==> config.mk <==
export PLATFORM = sky130hd
export DESIGN_NAME = pc_stack
export DESIGN_NICKNAME = d
export VERILOG_FILES = /design/src/rtl/pc_stack.sv
export SDC_FILE = /design/constraint.sdc
export NUM_CORES = 1
export LEC_CHECK = 0
export ABC_AREA = 1
export BUFFER_PORTS_ARGS = -buffer_cell sky130_fd_sc_hd__buf_2
export CAP_MARGIN = 15
export CORE_ASPECT_RATIO = 2
export CORE_MARGIN = 4
export CORE_UTILIZATION = 55
export CTS_CLUSTER_SIZE = 40
export DETAILED_ROUTE_END_ITERATION = 16
export GPL_TIMING_DRIVEN = 0
export PLACE_DENSITY = 0.78
export SLEW_MARGIN = 20
export SYNTH_ARGS = -nofsm -noshare
export SYNTH_HDL_FRONTEND = slang
export SYNTH_SLANG_ARGS = --single-unit
==> constraint.sdc <==
create_clock -name clk -period 2.01 [get_ports clk]
set_input_delay 0.603 -clock clk [delete_from_list [all_inputs] [get_ports clk]]
set_output_delay 0.603 -clock clk [all_outputs]
set_load 0.02 [all_outputs]
==> src/rtl/pc_stack.sv <==
// Clocked program counter with a return-address stack for call/ret and sticky error flag.
// Optional PC-relative branch (relPC/offset) is built when PC_REL_BRANCH_EN is defined.
module pc_stack #(
  parameter int ADDR_W      = 6,
  parameter int STACK_DEPTH = 4,
  parameter int RESET_VEC   = 0,
  localparam int DW         = $clog2(STACK_DEPTH + 1)
) (
  input  logic              clk,
  input  logic              rst,
  input  logic              en,
  input  logic              loadPC,
  input  logic              incPC,
  input  logic              callPC,
  input  logic              retPC,
`ifdef PC_REL_BRANCH_EN
  input  logic              relPC,
  input  logic [ADDR_W-1:0] offset,
`endif
  input  logic [ADDR_W-1:0] address,
  output logic [ADDR_W-1:0] execadd,
  output logic [DW-1:0]     stackDepth,
  output logic              stackFull,
  output logic              stackEmpty,
  output logic              errFlag
);

  localparam int AW = (STACK_DEPTH > 1) ? $clog2(STACK_DEPTH) : 1;
  localparam logic [DW-1:0]     FULL_D = DW'(STACK_DEPTH);
  localparam logic [DW-1:0]     ONE_D  = DW'(1);
  localparam logic [ADDR_W-1:0] ONE_A  = ADDR_W'(1);

  logic [ADDR_W-1:0] r_pc;
  logic [DW-1:0]     r_depth;
  logic              r_err;
  logic [ADDR_W-1:0] r_stack [STACK_DEPTH];

  logic [ADDR_W-1:0] w_pc_nxt;
  logic [ADDR_W-1:0] w_pc_inc;
  logic [DW-1:0]     w_top;
  logic              w_push;
  logic              w_pop;
  logic              w_err;
  logic              w_full;
  logic              w_empty;

  assign w_full   = (r_depth == FULL_D);
  assign w_empty  = (r_depth == '0);
  assign w_pc_inc = r_pc + ONE_A;
  assign w_top    = r_depth - ONE_D;

  // Strobe priority: ret > call > rel > load > inc. Faulting call/ret leave the PC untouched.
  always_comb begin
    w_pc_nxt = r_pc;
    w_push   = 1'b0;
    w_pop    = 1'b0;
    w_err    = 1'b0;
    if (retPC) begin
      if (w_empty) w_err = 1'b1;
      else begin
        w_pop    = 1'b1;
        w_pc_nxt = r_stack[w_top[AW-1:0]];
      end
    end else if (callPC) begin
      if (w_full) w_err = 1'b1;
      else begin
        w_push   = 1'b1;
        w_pc_nxt = address;
      end
`ifdef PC_REL_BRANCH_EN
    end else if (relPC) begin
      w_pc_nxt = r_pc + offset;
`endif
    end else if (loadPC) begin
      w_pc_nxt = address;
    end else if (incPC) begin
      w_pc_nxt = w_pc_inc;
    end
  end

  always_ff @(posedge clk or posedge rst) begin
    if (rst) begin
      r_pc    <= ADDR_W'(RESET_VEC);
      r_depth <= '0;
      r_err   <= 1'b0;
    end else if (en) begin
      r_pc <= w_pc_nxt;
      if (w_push)     r_depth <= r_depth + ONE_D;
      else if (w_pop) r_depth <= w_top;
      if (w_err)      r_err   <= 1'b1;
    end
  end

  // Stack storage needs no reset; only entries below r_depth are ever read.
  always_ff @(posedge clk) begin
    if (en && w_push) r_stack[r_depth[AW-1:0]] <= w_pc_inc;
  end

  assign execadd    = r_pc;
  assign stackDepth = r_depth;
  assign stackFull  = w_full;
  assign stackEmpty = w_empty;
  assign errFlag    = r_err;

endmodule

==> flow_results.xml, run 1 <==
<?xml version="1.0" encoding="UTF-8"?>
<metrics>
  <group name="timing">
    <metric name="final_hold_vios" unit="">0</metric>
    <metric name="post-route-worst-setup-slack" unit="ps">95.36</metric>
    <metric name="whs" unit="ps">294.7</metric>
    <metric name="timing.clock.skew" unit="ps">4.834</metric>
    <metric name="grt_setup_unrepaired" unit="">false</metric>
    <metric name="maxClockFrequency" unit="MHz">522.3</metric>
    <metric name="final_report_setup_violation_count" unit="">0</metric>
    <metric name="finalCriticalPeriod" unit="ps">1915</metric>
    <metric name="drv_slew" unit="">0</metric>
    <metric name="slew_headroom" unit="">0.5917</metric>
    <metric name="worst_slew_pin_slew" unit="ps">610.2</metric>
    <metric name="min_period_over_period" unit="">0.9526</metric>
  </group>
  <group name="grt">
    <metric name="antenna_found_initial" unit="">0</metric>
    <metric name="globalRoute.busiestLayer" unit="">met2</metric>
    <metric name="grt.overflow.total" unit="">0</metric>
    <metric name="global_route.usage.met3" unit="">0.05350</metric>
    <metric name="via_count_of_the_first_global_routing_pass" unit="">1441</metric>
    <metric name="grt_start_max_net_pins" unit="">17</metric>
    <metric name="grt_use_met2" unit="">0.3691</metric>
    <metric name="grt_usage" unit="">0.2232</metric>
    <metric name="first_pass_grt_wire_length" unit="um">6596</metric>
    <metric name="grt_met1_use" unit="">0.2476</metric>
  </group>
  <group name="clocking">
    <metric name="cts_sinks" unit="">34</metric>
    <metric name="cts_root_buf" unit="">clkbuf_8</metric>
    <metric name="cts_made_buffers" unit="">5</metric>
    <metric name="worst_setup_hold_path_clk_slew" unit="ps">70</metric>
    <metric name="tritoncts" unit="">built</metric>
    <metric name="cts-root-to-sink-buffers" unit="">2</metric>
    <metric name="cts_hold_repair.buffers" unit="">0</metric>
    <metric name="clock_latency" unit="ps">290</metric>
    <metric name="cts_max_level" unit="">2</metric>
  </group>
  <group name="place">
    <metric name="port_buffers" unit="">24</metric>
    <metric name="dp_cells" unit="">246</metric>
    <metric name="detailedPlacementHpwl" unit="um">3024</metric>
    <metric name="postPlaceCellArea" unit="um2">1919</metric>
    <metric name="globalplace.congestion" unit="">0.8356</metric>
    <metric name="preCtsSetupSlack" unit="ps">-214.8</metric>
  </group>
  <group name="logic_synthesis">
    <metric name="yosys_register_bits" unit="">34</metric>
    <metric name="synthDominantAreaCellType" unit="">edfxtp_1</metric>
    <metric name="yosys-top-cells-count" unit="">nand2_1 (50), edfxtp_1 (24), nand3_1 (21)</metric>
    <metric name="synth_most_common_cell" unit="">nand2_1</metric>
    <metric name="ys_async_sr_fraction" unit="">0.2941</metric>
    <metric name="ys_warn_count" unit="">0</metric>
    <metric name="syn-cell-area" unit="um2">1762</metric>
    <metric name="synth_flop_cell" unit="">edfxtp_1</metric>
    <metric name="synthCells" unit="">192</metric>
    <metric name="synth_nets" unit="">211</metric>
    <metric name="synth.avg_cell_area" unit="um2">9.175</metric>
    <metric name="netlist_top_cells_area" unit="">edfxtp_1 (41%), dfrtp_1 (14%), nand2_1 (11%), nand3_1 (6.0%), ha_1 (4.3%)</metric>
    <metric name="netlist-cell-type-count" unit="">23</metric>
    <metric name="synth_top_cell_area_share" unit="">0.4091</metric>
    <metric name="synth-seq-area-share" unit="">0.5511</metric>
    <metric name="synth_edf_count" unit="">24</metric>
  </group>
  <group name="critical_path">
    <metric name="reg2regPathDepth" unit="">5</metric>
    <metric name="reg2reg_launch_point" unit="">stackDepth[0]$_DFFE_PP0P_</metric>
    <metric name="timing.setup.critical_path_class" unit="">reg2out</metric>
    <metric name="required" unit="ps">1410</metric>
    <metric name="regToRegSetupSlack" unit="ps">180</metric>
    <metric name="critPathCaptureType" unit="">primary output</metric>
    <metric name="critical_path.startpoint_type" unit="">flop</metric>
    <metric name="worstPathArrival" unit="ps">1310</metric>
    <metric name="r2r-end" unit="">r_stack[2][3]$_DFFE_PP_</metric>
    <metric name="critical_path_peak_fanout" unit="">4</metric>
  </group>
  <group name="drt">
    <metric name="detail_route.wl_per_cell" unit="um">15.51</metric>
    <metric name="detail-route-antenna-nets" unit="">0</metric>
    <metric name="firstDrtPassIters" unit="">4</metric>
    <metric name="finalWirelength" unit="um">3955</metric>
    <metric name="drc_violation_count_after_routing" unit="">0</metric>
    <metric name="routed_via_density" unit="">5.620</metric>
    <metric name="drtIter0Drc" unit="">55</metric>
    <metric name="via_count" unit="">1433</metric>
  </group>
  <group name="floorplanning">
    <metric name="initial_standard_cell_utilization_of_the_core" unit="">0.5847</metric>
    <metric name="die_y" unit="um">88.04</metric>
    <metric name="core.rowCount" unit="">28</metric>
    <metric name="area_enclosed_by_the_die_boundary" unit="um2">4228</metric>
    <metric name="die_x" unit="um">48.02</metric>
    <metric name="pin_count" unit="">25</metric>
    <metric name="core_region_area" unit="um2">3013</metric>
  </group>
  <group name="power_and_ir_drop">
    <metric name="power.static_leakage" unit="nW">0.9326</metric>
    <metric name="vdd_drop_max" unit="V">0.001002</metric>
    <metric name="powerDensity" unit="nW/um2">1512</metric>
  </group>
  <group name="layout">
    <metric name="syn2layout_area_growth" unit="%">15.13</metric>
    <metric name="filler_cell_count" unit="">245</metric>
    <metric name="final_core_utilization" unit="">0.6732</metric>
    <metric name="final_standard_cell_area_without_fillers" unit="um2">2028</metric>
    <metric name="fin_nets" unit="">243</metric>
    <metric name="final_layout_size_suffix_gt1_frac" unit="">0.2311</metric>
    <metric name="antenna_cells_inserted" unit="">0</metric>
    <metric name="fin_cells" unit="">255</metric>
  </group>
  <group name="min_path">
    <metric name="hold_class" unit="">in2async</metric>
  </group>
  <group name="flow_run">
    <metric name="drv.max_cap_violation_count" unit="">0</metric>
  </group>
  <group name="status">
    <metric name="outcome" unit="">finished clean</metric>
  </group>
</metrics>
[timing repair]
item,4_1_cts,5_1_grt
endpoints found under the hold margin,0,0
gates resized for setup,3,2
endpoints found under the setup margin,26,26
setup buffers,1,1
cloned,0,0
[logic make-up (layout without fill, tap and decap cells)]
logic type / Yosys count / count (layout) / synth area share
XOR/XNOR: 5 / 5 / 0.02486
adder cells (fa/ha/maj): 6 / 6 / 0.04261
AND/OR/NAND/NOR: 103 / 103 / 0.2670
flip-flops: 34 / 34 / 0.5511
buffers and inverters: 27 / 60 / 0.06037
AO/OA/AOI/OAI: 17 / 17 / 0.05398
[sequential cells by signal, indices dropped and copies added, names as in the netlist]
name        cells
execadd         6
stackDepth      3
errFlag         1
r_stack        24
[final cells by class]
| class | instances | area [um2] | area share |
|---|---|---|---|
| Tap cell | 30 | 37.54 | 0.01851 |
| Clock buffer | 6 | 72.57 | 0.03578 |
| Buffer | 3 | 15.01 | 0.007403 |
| Sequential cell | 34 | 972.2 | 0.4793 |
| Timing Repair Buffer | 26 | 135.1 | 0.06663 |
| Inverter | 23 | 88.84 | 0.04380 |
| Multi-Input combinational cell | 131 | 696.9 | 0.3436 |
| Clock inverter | 2 | 10.01 | 0.004935 |
[worst max path at each step]
| stage | cells after the start | startpoint | end | slack (ps) |
|---|---|---|---|---|
| after global placement | 6 | stackDepth[0]$_DFFE_PP0P_ | r_stack[2][4]$_DFFE_PP_ | -130 |
| after CTS | 5 | stackDepth[0]$_DFFE_PP0P_ | stackFull | 20 |
| after floorplan | 5 | stackDepth[0]$_DFFE_PP0P_ | stackEmpty | 20 |
| final | 5 | stackDepth[1]$_DFFE_PP0P_ | stackFull | 100 |
| after detailed placement | 6 | stackDepth[0]$_DFFE_PP0P_ | r_stack[3][0]$_DFFE_PP_ | -210 |
| after global routing | 5 | stackDepth[1]$_DFFE_PP0P_ | stackFull | 20 |
[worst max-delay path: stages, from the launching register on]
cell and delay (ps):
dfrtp_1 420, inv_2 120, ha_4 160, nand2_2 80, inv_2 80, buf_2 160
[routing by layer]
metal | vias up | part of all wire
li1 | 691 | -
met1 | 668 | 0.36
met2 | 61 | 0.55
met3 | 13 | 0.058
met4 | 0 | 0.032
met5 | - | 0
[stage by stage]
| step | setup TNS (ps) | total power [mW] |
|---|---|---|
| floorplan | 0 | 2.097 |
| global placement | -3040 | 2.440 |
| detailed placement | -4871 | 2.524 |
| CTS | 0 | 3.024 |
| global route | 0 | 3.286 |
| finish | 0 | 3.066 |
[placed cells by master, fill, tap and decap left out, types with 2 or more instances in the layout]
cell type,instances
xnor2_1,2
edfxtp_1,24
buf_2,27
inv_2,4
xor2_1,3
buf_4,2
clkbuf_8,5
nor2_4,3
dfrtp_1,9
o21ai_0,5
nand2_2,4
clkinv_2,2
ha_1,5
o21ai_1,4
nand4_1,2
and2_1,2
inv_1,18
nand3_1,21
nor2_1,19
a21oi_1,4
nand2_1,50
o211ai_1,2
[where the power goes]
group / leakage, nW / total, mW / internal [mW] / switching [mW]
clock network: 0.0450 / 0.486 / 0.240 / 0.247
registers: 0.335 / 1.16 / 0.996 / 0.166
logic: 0.553 / 1.42 / 0.491 / 0.927
Note: power is estimated with default switching activity, not from simulation.
==> run 2: changes to the inputs <==
--- a/config.mk
+++ b/config.mk
@@ -10,11 +10,11 @@
 export CAP_MARGIN = 15
 export CORE_ASPECT_RATIO = 2
 export CORE_MARGIN = 4
-export CORE_UTILIZATION = 55
+export CORE_UTILIZATION = 49
 export CTS_CLUSTER_SIZE = 40
 export DETAILED_ROUTE_END_ITERATION = 16
 export GPL_TIMING_DRIVEN = 0
-export PLACE_DENSITY = 0.78
+export PLACE_DENSITY = 0.71
 export SLEW_MARGIN = 20
 export SYNTH_ARGS = -nofsm -noshare
 export SYNTH_HDL_FRONTEND = slang
==> run 2 against run 1 <==
Critical path depth did not move. Via count shrank 4.1%. Global-route usage down 3.2 points. Die area rose by 11%. Largest cell class unchanged. Maximum frequency barely moved. Combinational power is essentially flat. Worst setup slack worse by 0.72 ps. Power is 4.0% higher. Critical path type unchanged. Clock power grew 33%. Sequential cell count is the same.
==> flow_results.xml, run 2 (synthesis results as in run 1) <==
<?xml version="1.0" encoding="UTF-8"?>
<metrics>
  <group name="timing">
    <metric name="final.setup.tns" unit="ps">0</metric>
    <metric name="min_period_over_period" unit="">0.9529</metric>
    <metric name="maxClockFrequency" unit="MHz">522.1</metric>
    <metric name="final_report_setup_violation_count" unit="">0</metric>
    <metric name="slew_headroom" unit="">0.5774</metric>
    <metric name="drv_slew" unit="">0</metric>
    <metric name="post-route-worst-setup-slack" unit="ps">94.63</metric>
    <metric name="finalCriticalPeriod" unit="ps">1915</metric>
    <metric name="worst_slew_pin_slew" unit="ps">631.6</metric>
    <metric name="grt_setup_unrepaired" unit="">false</metric>
    <metric name="timing.clock.skew" unit="ps">5.483</metric>
    <metric name="final_hold_vios" unit="">0</metric>
  </group>
  <group name="grt">
    <metric name="via_count_of_the_first_global_routing_pass" unit="">1368</metric>
    <metric name="first_pass_grt_wire_length" unit="um">6513</metric>
    <metric name="antenna_found_initial" unit="">0</metric>
    <metric name="grt_usage" unit="">0.1910</metric>
    <metric name="grt.overflow.total" unit="">0</metric>
    <metric name="grt_start_max_net_pins" unit="">17</metric>
  </group>
  <group name="critical_path">
    <metric name="required" unit="ps">1410</metric>
    <metric name="r2r-end" unit="">r_stack[0][1]$_DFFE_PP_</metric>
    <metric name="critical_path.startpoint_type" unit="">flop</metric>
    <metric name="critical_path_peak_fanout" unit="">6</metric>
    <metric name="worstPathCellList" unit="">inv_4, ha_4, nand2_2, inv_2, buf_2</metric>
    <metric name="critPathCaptureType" unit="">primary output</metric>
    <metric name="worst_path_dominant_cell_family" unit="">flip-flops</metric>
    <metric name="reg2reg_launch_point" unit="">stackDepth[0]$_DFFE_PP0P_</metric>
    <metric name="regToRegSetupSlack" unit="ps">140</metric>
    <metric name="setup.worst_path.start" unit="">stackDepth[0]$_DFFE_PP0P_</metric>
    <metric name="delay_of_the_slowest_critical_path_stage" unit="ps">460</metric>
    <metric name="timing.setup.critical_path_class" unit="">reg2out</metric>
    <metric name="combined_buffer_and_inverter_count_along_the_critical_path" unit="">3</metric>
    <metric name="reg2regPathDepth" unit="">5</metric>
    <metric name="worstPathArrival" unit="ps">1310</metric>
    <metric name="crit_path_top_delay_cell" unit="">dfrtp_1</metric>
  </group>
  <group name="drt">
    <metric name="routed_via_density" unit="">5.051</metric>
    <metric name="finalWirelength" unit="um">3862</metric>
    <metric name="detail-route-antenna-nets" unit="">0</metric>
    <metric name="detail_route.wl_per_cell" unit="um">14.20</metric>
    <metric name="wl_met3" unit="um">143</metric>
    <metric name="drtIter0Drc" unit="">27</metric>
    <metric name="drc_violation_count_after_routing" unit="">0</metric>
    <metric name="top_signal_layer_used" unit="">met4</metric>
    <metric name="wl_met1" unit="um">1388</metric>
    <metric name="via_count" unit="">1374</metric>
    <metric name="detailroute.wirelength.met2" unit="um">2252</metric>
    <metric name="firstDrtPassIters" unit="">4</metric>
  </group>
  <group name="floorplanning">
    <metric name="pin_count" unit="">25</metric>
    <metric name="die_y" unit="um">92.80</metric>
    <metric name="area_enclosed_by_the_die_boundary" unit="um2">4677</metric>
    <metric name="initial_standard_cell_utilization_of_the_core" unit="">0.5158</metric>
    <metric name="die_x" unit="um">50.40</metric>
    <metric name="core.rowCount" unit="">30</metric>
    <metric name="core_region_area" unit="um2">3416</metric>
  </group>
  <group name="layout">
    <metric name="most_common_cell_after_layout_fill_and_taps_aside" unit="">nand2_1</metric>
    <metric name="layout.cells.most_common_list" unit="">nand2_1 (50), buf_2 (27), edfxtp_1 (24)</metric>
    <metric name="syn2layout_area_growth" unit="%">17.83</metric>
    <metric name="antenna_cells_inserted" unit="">0</metric>
    <metric name="final_layout_size_suffix_gt1_frac" unit="">0.2232</metric>
    <metric name="largest_register_ffs" unit="">24</metric>
    <metric name="fin_nets" unit="">242</metric>
  </group>
  <group name="place">
    <metric name="preCtsSetupSlack" unit="ps">-225.7</metric>
    <metric name="globalplace.congestion" unit="">0.8394</metric>
    <metric name="detailedPlacementHpwl" unit="um">3010</metric>
    <metric name="port_buffers" unit="">24</metric>
  </group>
  <group name="flow_run">
    <metric name="drv.max_cap_violation_count" unit="">0</metric>
  </group>
  <group name="status">
    <metric name="outcome" unit="">finished clean</metric>
  </group>
  <group name="min_path">
    <metric name="hold_class" unit="">in2async</metric>
  </group>
  <group name="power_and_ir_drop">
    <metric name="vdd_drop_max" unit="V">0.001200</metric>
    <metric name="power.static_leakage" unit="nW">0.9421</metric>
    <metric name="powerDensity" unit="nW/um2">1537</metric>
  </group>
  <group name="clocking">
    <metric name="cts_root_buf" unit="">clkbuf_8</metric>
    <metric name="worst_setup_hold_path_clk_slew" unit="ps">70</metric>
    <metric name="cts_made_buffers" unit="">5</metric>
    <metric name="tritoncts" unit="">built</metric>
    <metric name="cts-root-to-sink-buffers" unit="">2</metric>
    <metric name="clock_latency" unit="ps">280</metric>
    <metric name="cts_sinks" unit="">34</metric>
    <metric name="cts_max_level" unit="">2</metric>
  </group>
</metrics>
==> run 2: cell count changes in the layout (fill, tap and decap cells not counted), sizes merged <==
cell	delta
clkinv	-2
bufinv	+1
buf	-1
clkbuf	+1
==> run 2: area by class of cell <==
class                           count  area (um2)
Sequential cell                    34       970.9
Buffer                              3       15.01
Fill cell                         309        1340
Clock inverter                      1       30.03
Tap cell                           48       60.06
Clock buffer                        7       86.33
Timing Repair Buffer               25       127.6
Multi-Input combinational cell    131       696.9
Inverter                           23       88.84
==> run 2: layer usage <==
metal  track usage  vias up
met5             0        -
met4       0.08764        0
met3       0.02899        7
met2        0.3624       33
met1        0.1958      645
li1              -      689
==> run 2: worst max-delay path by stage <==
stage                         endpoint  slack, ps  cells past startpoint
2_1_floorplan               stackEmpty         20                      5
3_5_place_dp   r_stack[0][0]$_DFFE_PP_       -230                      6
3_3_place_gp   r_stack[0][0]$_DFFE_PP_       -230                      6
6_report                     stackFull         90                      5
5_1_grt                      stackFull         30                      5
4_1_cts                      stackFull         30                      5
==> run 2: worst reg2reg max path, stage by stage (launching register included) <==
cell,delay [ps]
dfrtp_1,480
inv_4,60
ha_4,180
nand2_2,100
nand3_1,160
nor2_1,530
==> run 2: repair_timing <==
action,4_1_cts,5_1_grt
endpoints found under the hold margin,0,0
resized for setup,3,1
hold buffers,0,0
buffers inserted,1,0
endpoints found under the setup margin,26,2
==> run 2: report_power, final <==
group	switching, mW	internal, mW
sequential	0.159	0.994
combinational	0.909	0.479
clock	0.244	0.404
==> run 2: stage by stage <==
stage          power (mW)  hold WS, ps  utilization  std cells  cell area [um2]
2_1_floorplan       2.097        443.2            -        192             1762
3_3_place_gp        2.490        439.4       0.5685        264             1942
3_5_place_dp        2.526        446.1       0.5685        264             1942
4_1_cts             3.188        307.9       0.6048        272             2066
5_1_grt             3.425        314.5       0.6077        272             2076
6_report            3.190        303.3       0.6077        272             2076
==> run 3: changes to the inputs <==
--- a/config.mk
+++ b/config.mk
@@ -8,13 +8,15 @@
 export ABC_AREA = 1
 export BUFFER_PORTS_ARGS = -buffer_cell sky130_fd_sc_hd__buf_2
 export CAP_MARGIN = 15
+export CELL_PAD_IN_SITES_DETAIL_PLACEMENT = 2
+export CELL_PAD_IN_SITES_GLOBAL_PLACEMENT = 2
 export CORE_ASPECT_RATIO = 2
 export CORE_MARGIN = 4
-export CORE_UTILIZATION = 49
+export CORE_UTILIZATION = 34
 export CTS_CLUSTER_SIZE = 40
 export DETAILED_ROUTE_END_ITERATION = 16
 export GPL_TIMING_DRIVEN = 0
-export PLACE_DENSITY = 0.71
+export PLACE_DENSITY = 0.78
 export SLEW_MARGIN = 20
 export SYNTH_ARGS = -nofsm -noshare
 export SYNTH_HDL_FRONTEND = slang
==> constraint.sdc (replaced) <==
create_clock -name clk -period 2.2 [get_ports clk]
set_input_delay 0.66 -clock clk [delete_from_list [all_inputs] [get_ports clk]]
set_output_delay 0.66 -clock clk [all_outputs]
set_load 0.02 [all_outputs]
==> run 3 against run 2 <==
Global-route usage fell by 0.40 points. Routed wire length rose by 34%. Design area fell by 0.96%. Clock power fell by 24%. Largest cell class unchanged. Power fell by 10%. Core utilization fell by 19 points. Critical path type unchanged.
==> flow_results.xml, run 3 (synthesis results as in run 1) <==
<?xml version="1.0" encoding="UTF-8"?>
<metrics>
  <group name="drt">
    <metric name="detail_route.wl_per_cell" unit="um">18.48</metric>
    <metric name="finalWirelength" unit="um">5194</metric>
    <metric name="detail-route-antenna-nets" unit="">0</metric>
    <metric name="via_count" unit="">1448</metric>
    <metric name="firstDrtPassIters" unit="">4</metric>
    <metric name="detailroute.wirelength.met2" unit="um">3233</metric>
    <metric name="drc_violation_count_after_routing" unit="">0</metric>
    <metric name="wl_met3" unit="um">109</metric>
    <metric name="drtIter0Drc" unit="">30</metric>
    <metric name="routed_via_density" unit="">5.153</metric>
    <metric name="top_signal_layer_used" unit="">met4</metric>
    <metric name="wl_met1" unit="um">1767</metric>
  </group>
  <group name="floorplanning">
    <metric name="core.rowCount" unit="">36</metric>
    <metric name="die_x" unit="um">58.90</metric>
    <metric name="pin_count" unit="">25</metric>
    <metric name="area_enclosed_by_the_die_boundary" unit="um2">6467</metric>
    <metric name="initial_standard_cell_utilization_of_the_core" unit="">0.3556</metric>
    <metric name="die_y" unit="um">109.8</metric>
    <metric name="core_region_area" unit="um2">4955</metric>
  </group>
  <group name="critical_path">
    <metric name="delay_of_the_slowest_critical_path_stage" unit="ps">470</metric>
    <metric name="critical_path_peak_fanout" unit="">6</metric>
    <metric name="crit_path_top_delay_cell" unit="">dfrtp_1</metric>
    <metric name="timing.setup.critical_path_class" unit="">reg2out</metric>
    <metric name="worstPathArrival" unit="ps">1380</metric>
    <metric name="required" unit="ps">1540</metric>
    <metric name="critPathCaptureType" unit="">primary output</metric>
    <metric name="critical_path.startpoint_type" unit="">flop</metric>
    <metric name="worstPathCellList" unit="">inv_4, ha_2, nand2_2, inv_2, buf_2</metric>
  </group>
  <group name="power_and_ir_drop">
    <metric name="powerDensity" unit="nW/um2">1396</metric>
    <metric name="vdd_drop_max" unit="V">0.0005565</metric>
    <metric name="post-layout-total-power" unit="mW">2.870</metric>
    <metric name="power.static_leakage" unit="nW">0.9291</metric>
  </group>
  <group name="clocking">
    <metric name="tritoncts" unit="">built</metric>
    <metric name="worst_setup_hold_path_clk_slew" unit="ps">80</metric>
    <metric name="cts_sinks" unit="">34</metric>
    <metric name="cts-root-to-sink-buffers" unit="">2</metric>
    <metric name="cts_made_buffers" unit="">5</metric>
    <metric name="clock_latency" unit="ps">300</metric>
    <metric name="cts_hold_repair.buffers" unit="">0</metric>
    <metric name="cts_max_level" unit="">2</metric>
    <metric name="cts_root_buf" unit="">clkbuf_8</metric>
  </group>
  <group name="grt">
    <metric name="grt.overflow.total" unit="">0</metric>
    <metric name="grt_usage" unit="">0.1870</metric>
    <metric name="grt_start_max_net_pins" unit="">17</metric>
    <metric name="antenna_found_initial" unit="">0</metric>
    <metric name="via_count_of_the_first_global_routing_pass" unit="">1701</metric>
    <metric name="first_pass_grt_wire_length" unit="um">8728</metric>
  </group>
  <group name="timing">
    <metric name="whs" unit="ps">356.6</metric>
    <metric name="post-route-worst-setup-slack" unit="ps">157.8</metric>
    <metric name="min_period_over_period" unit="">0.9283</metric>
    <metric name="slew_headroom" unit="">0.5620</metric>
    <metric name="final_report_setup_violation_count" unit="">0</metric>
    <metric name="final_hold_vios" unit="">0</metric>
    <metric name="final.setup.tns" unit="ps">0</metric>
    <metric name="timing.clock.skew" unit="ps">12.30</metric>
    <metric name="finalCriticalPeriod" unit="ps">2042</metric>
    <metric name="drv_slew" unit="">0</metric>
    <metric name="maxClockFrequency" unit="MHz">489.7</metric>
    <metric name="grt_setup_unrepaired" unit="">false</metric>
    <metric name="worst_slew_pin_slew" unit="ps">654.6</metric>
  </group>
  <group name="place">
    <metric name="detailedPlacementHpwl" unit="um">4206</metric>
    <metric name="dp_cells" unit="">273</metric>
    <metric name="globalplace.congestion" unit="">0.7510</metric>
    <metric name="preCtsSetupSlack" unit="ps">-123.5</metric>
    <metric name="port_buffers" unit="">24</metric>
  </group>
  <group name="layout">
    <metric name="final_layout_size_suffix_gt1_frac" unit="">0.2277</metric>
    <metric name="fin_cells" unit="">281</metric>
    <metric name="area_of_combinational_cells_with_multiple_inputs" unit="um2">686.9</metric>
    <metric name="largest_register_ffs" unit="">24</metric>
    <metric name="layout.cells.most_common_list" unit="">nand2_1 (50), buf_2 (27), edfxtp_1 (24)</metric>
    <metric name="antenna_cells_inserted" unit="">0</metric>
    <metric name="sequential_cell_area" unit="um2">970.9</metric>
    <metric name="syn2layout_area_growth" unit="%">16.69</metric>
    <metric name="filler_cell_count" unit="">575</metric>
    <metric name="most_common_cell_after_layout_fill_and_taps_aside" unit="">nand2_1</metric>
    <metric name="fin_nets" unit="">242</metric>
  </group>
  <group name="status">
    <metric name="outcome" unit="">finished clean</metric>
  </group>
  <group name="flow_run">
    <metric name="drv.max_cap_violation_count" unit="">0</metric>
  </group>
  <group name="min_path">
    <metric name="hold_class" unit="">in2async</metric>
  </group>
</metrics>
==> run 3: changes by cell type in the layout (fill, tap and decap cells not counted) <==
| cell | previous run | this run |
|---|---|---|
| bufinv_16 | 1 | 0 |
| clkbuf_1 | 1 | 0 |
| clkinv_2 | 0 | 1 |
| clkinvlp_4 | 0 | 1 |
| ha_2 | 0 | 1 |
| ha_4 | 1 | 0 |
==> run 3: metal layers <==
layer / up-vias / track usage
met5: - / 0
met4: 0 / 0.06321
met3: 7 / 0.02585
met2: 18 / 0.3774
met1: 738 / 0.1824
li1: 685 / -
==> run 3: layout make-up <==
class | instances | share of cell area
clock buffer | 6 | 0.04017
buffer | 3 | 0.007304
sequential | 34 | 0.4723
multi-input combinational | 131 | 0.3341
tap | 57 | 0.03469
timing repair buffer | 25 | 0.06208
clock inverter | 2 | 0.006086
inverter | 23 | 0.04321
==> run 3: path summary, 6_finish.rpt <==
path / startpoint / slack [ps] / depth (start not counted) / to
worst max register to register: stackDepth[0]$_DFFE_PP0P_ / 260 / 5 / r_stack[2][3]$_DFFE_PP_
max in group asynchronous: rst / 1520 / 2 / errFlag$_DFFE_PP0P_
worst min register to register: errFlag$_DFFE_PP0P_ / 460 / 1 / errFlag$_DFFE_PP0P_
min in group clk: errFlag$_DFFE_PP0P_ / 460 / 1 / errFlag$_DFFE_PP0P_
worst max-delay path: stackDepth[0]$_DFFE_PP0P_ / 160 / 5 / stackFull
worst min-delay path: rst / 360 / 2 / execadd[4]$_DFFE_PP0P_
==> run 3: timing repair <==
item	in CTS	in global routing
pin swaps	0	0
resized for setup	1	2
endpoints found under the setup margin	26	2
setup buffers	1	0
==> run 3: critical path, delay by kind of cell, from the launching register on <==
kind                     cells  cell delay [ps]
adder cells (fa/ha/maj)      1              200
buffers and inverters        3              330
flip-flops                   1              470
AND/OR/NAND/NOR              1               90
==> run 3: through the flow <==
| stage | util | area [um2] |
|---|---|---|
| finish | 0.4149 | 2056 |
| global route | 0.4149 | 2056 |
| global placement | 0.3942 | 1953 |
| floorplan | - | 1762 |
| CTS | 0.4144 | 2053 |
| detailed placement | 0.3942 | 1953 |
==> run 3: report_power, final <==
part           switching, mW  internal [mW]
Sequential             0.153          0.908
Combinational          0.888          0.426
Clock                  0.243          0.252
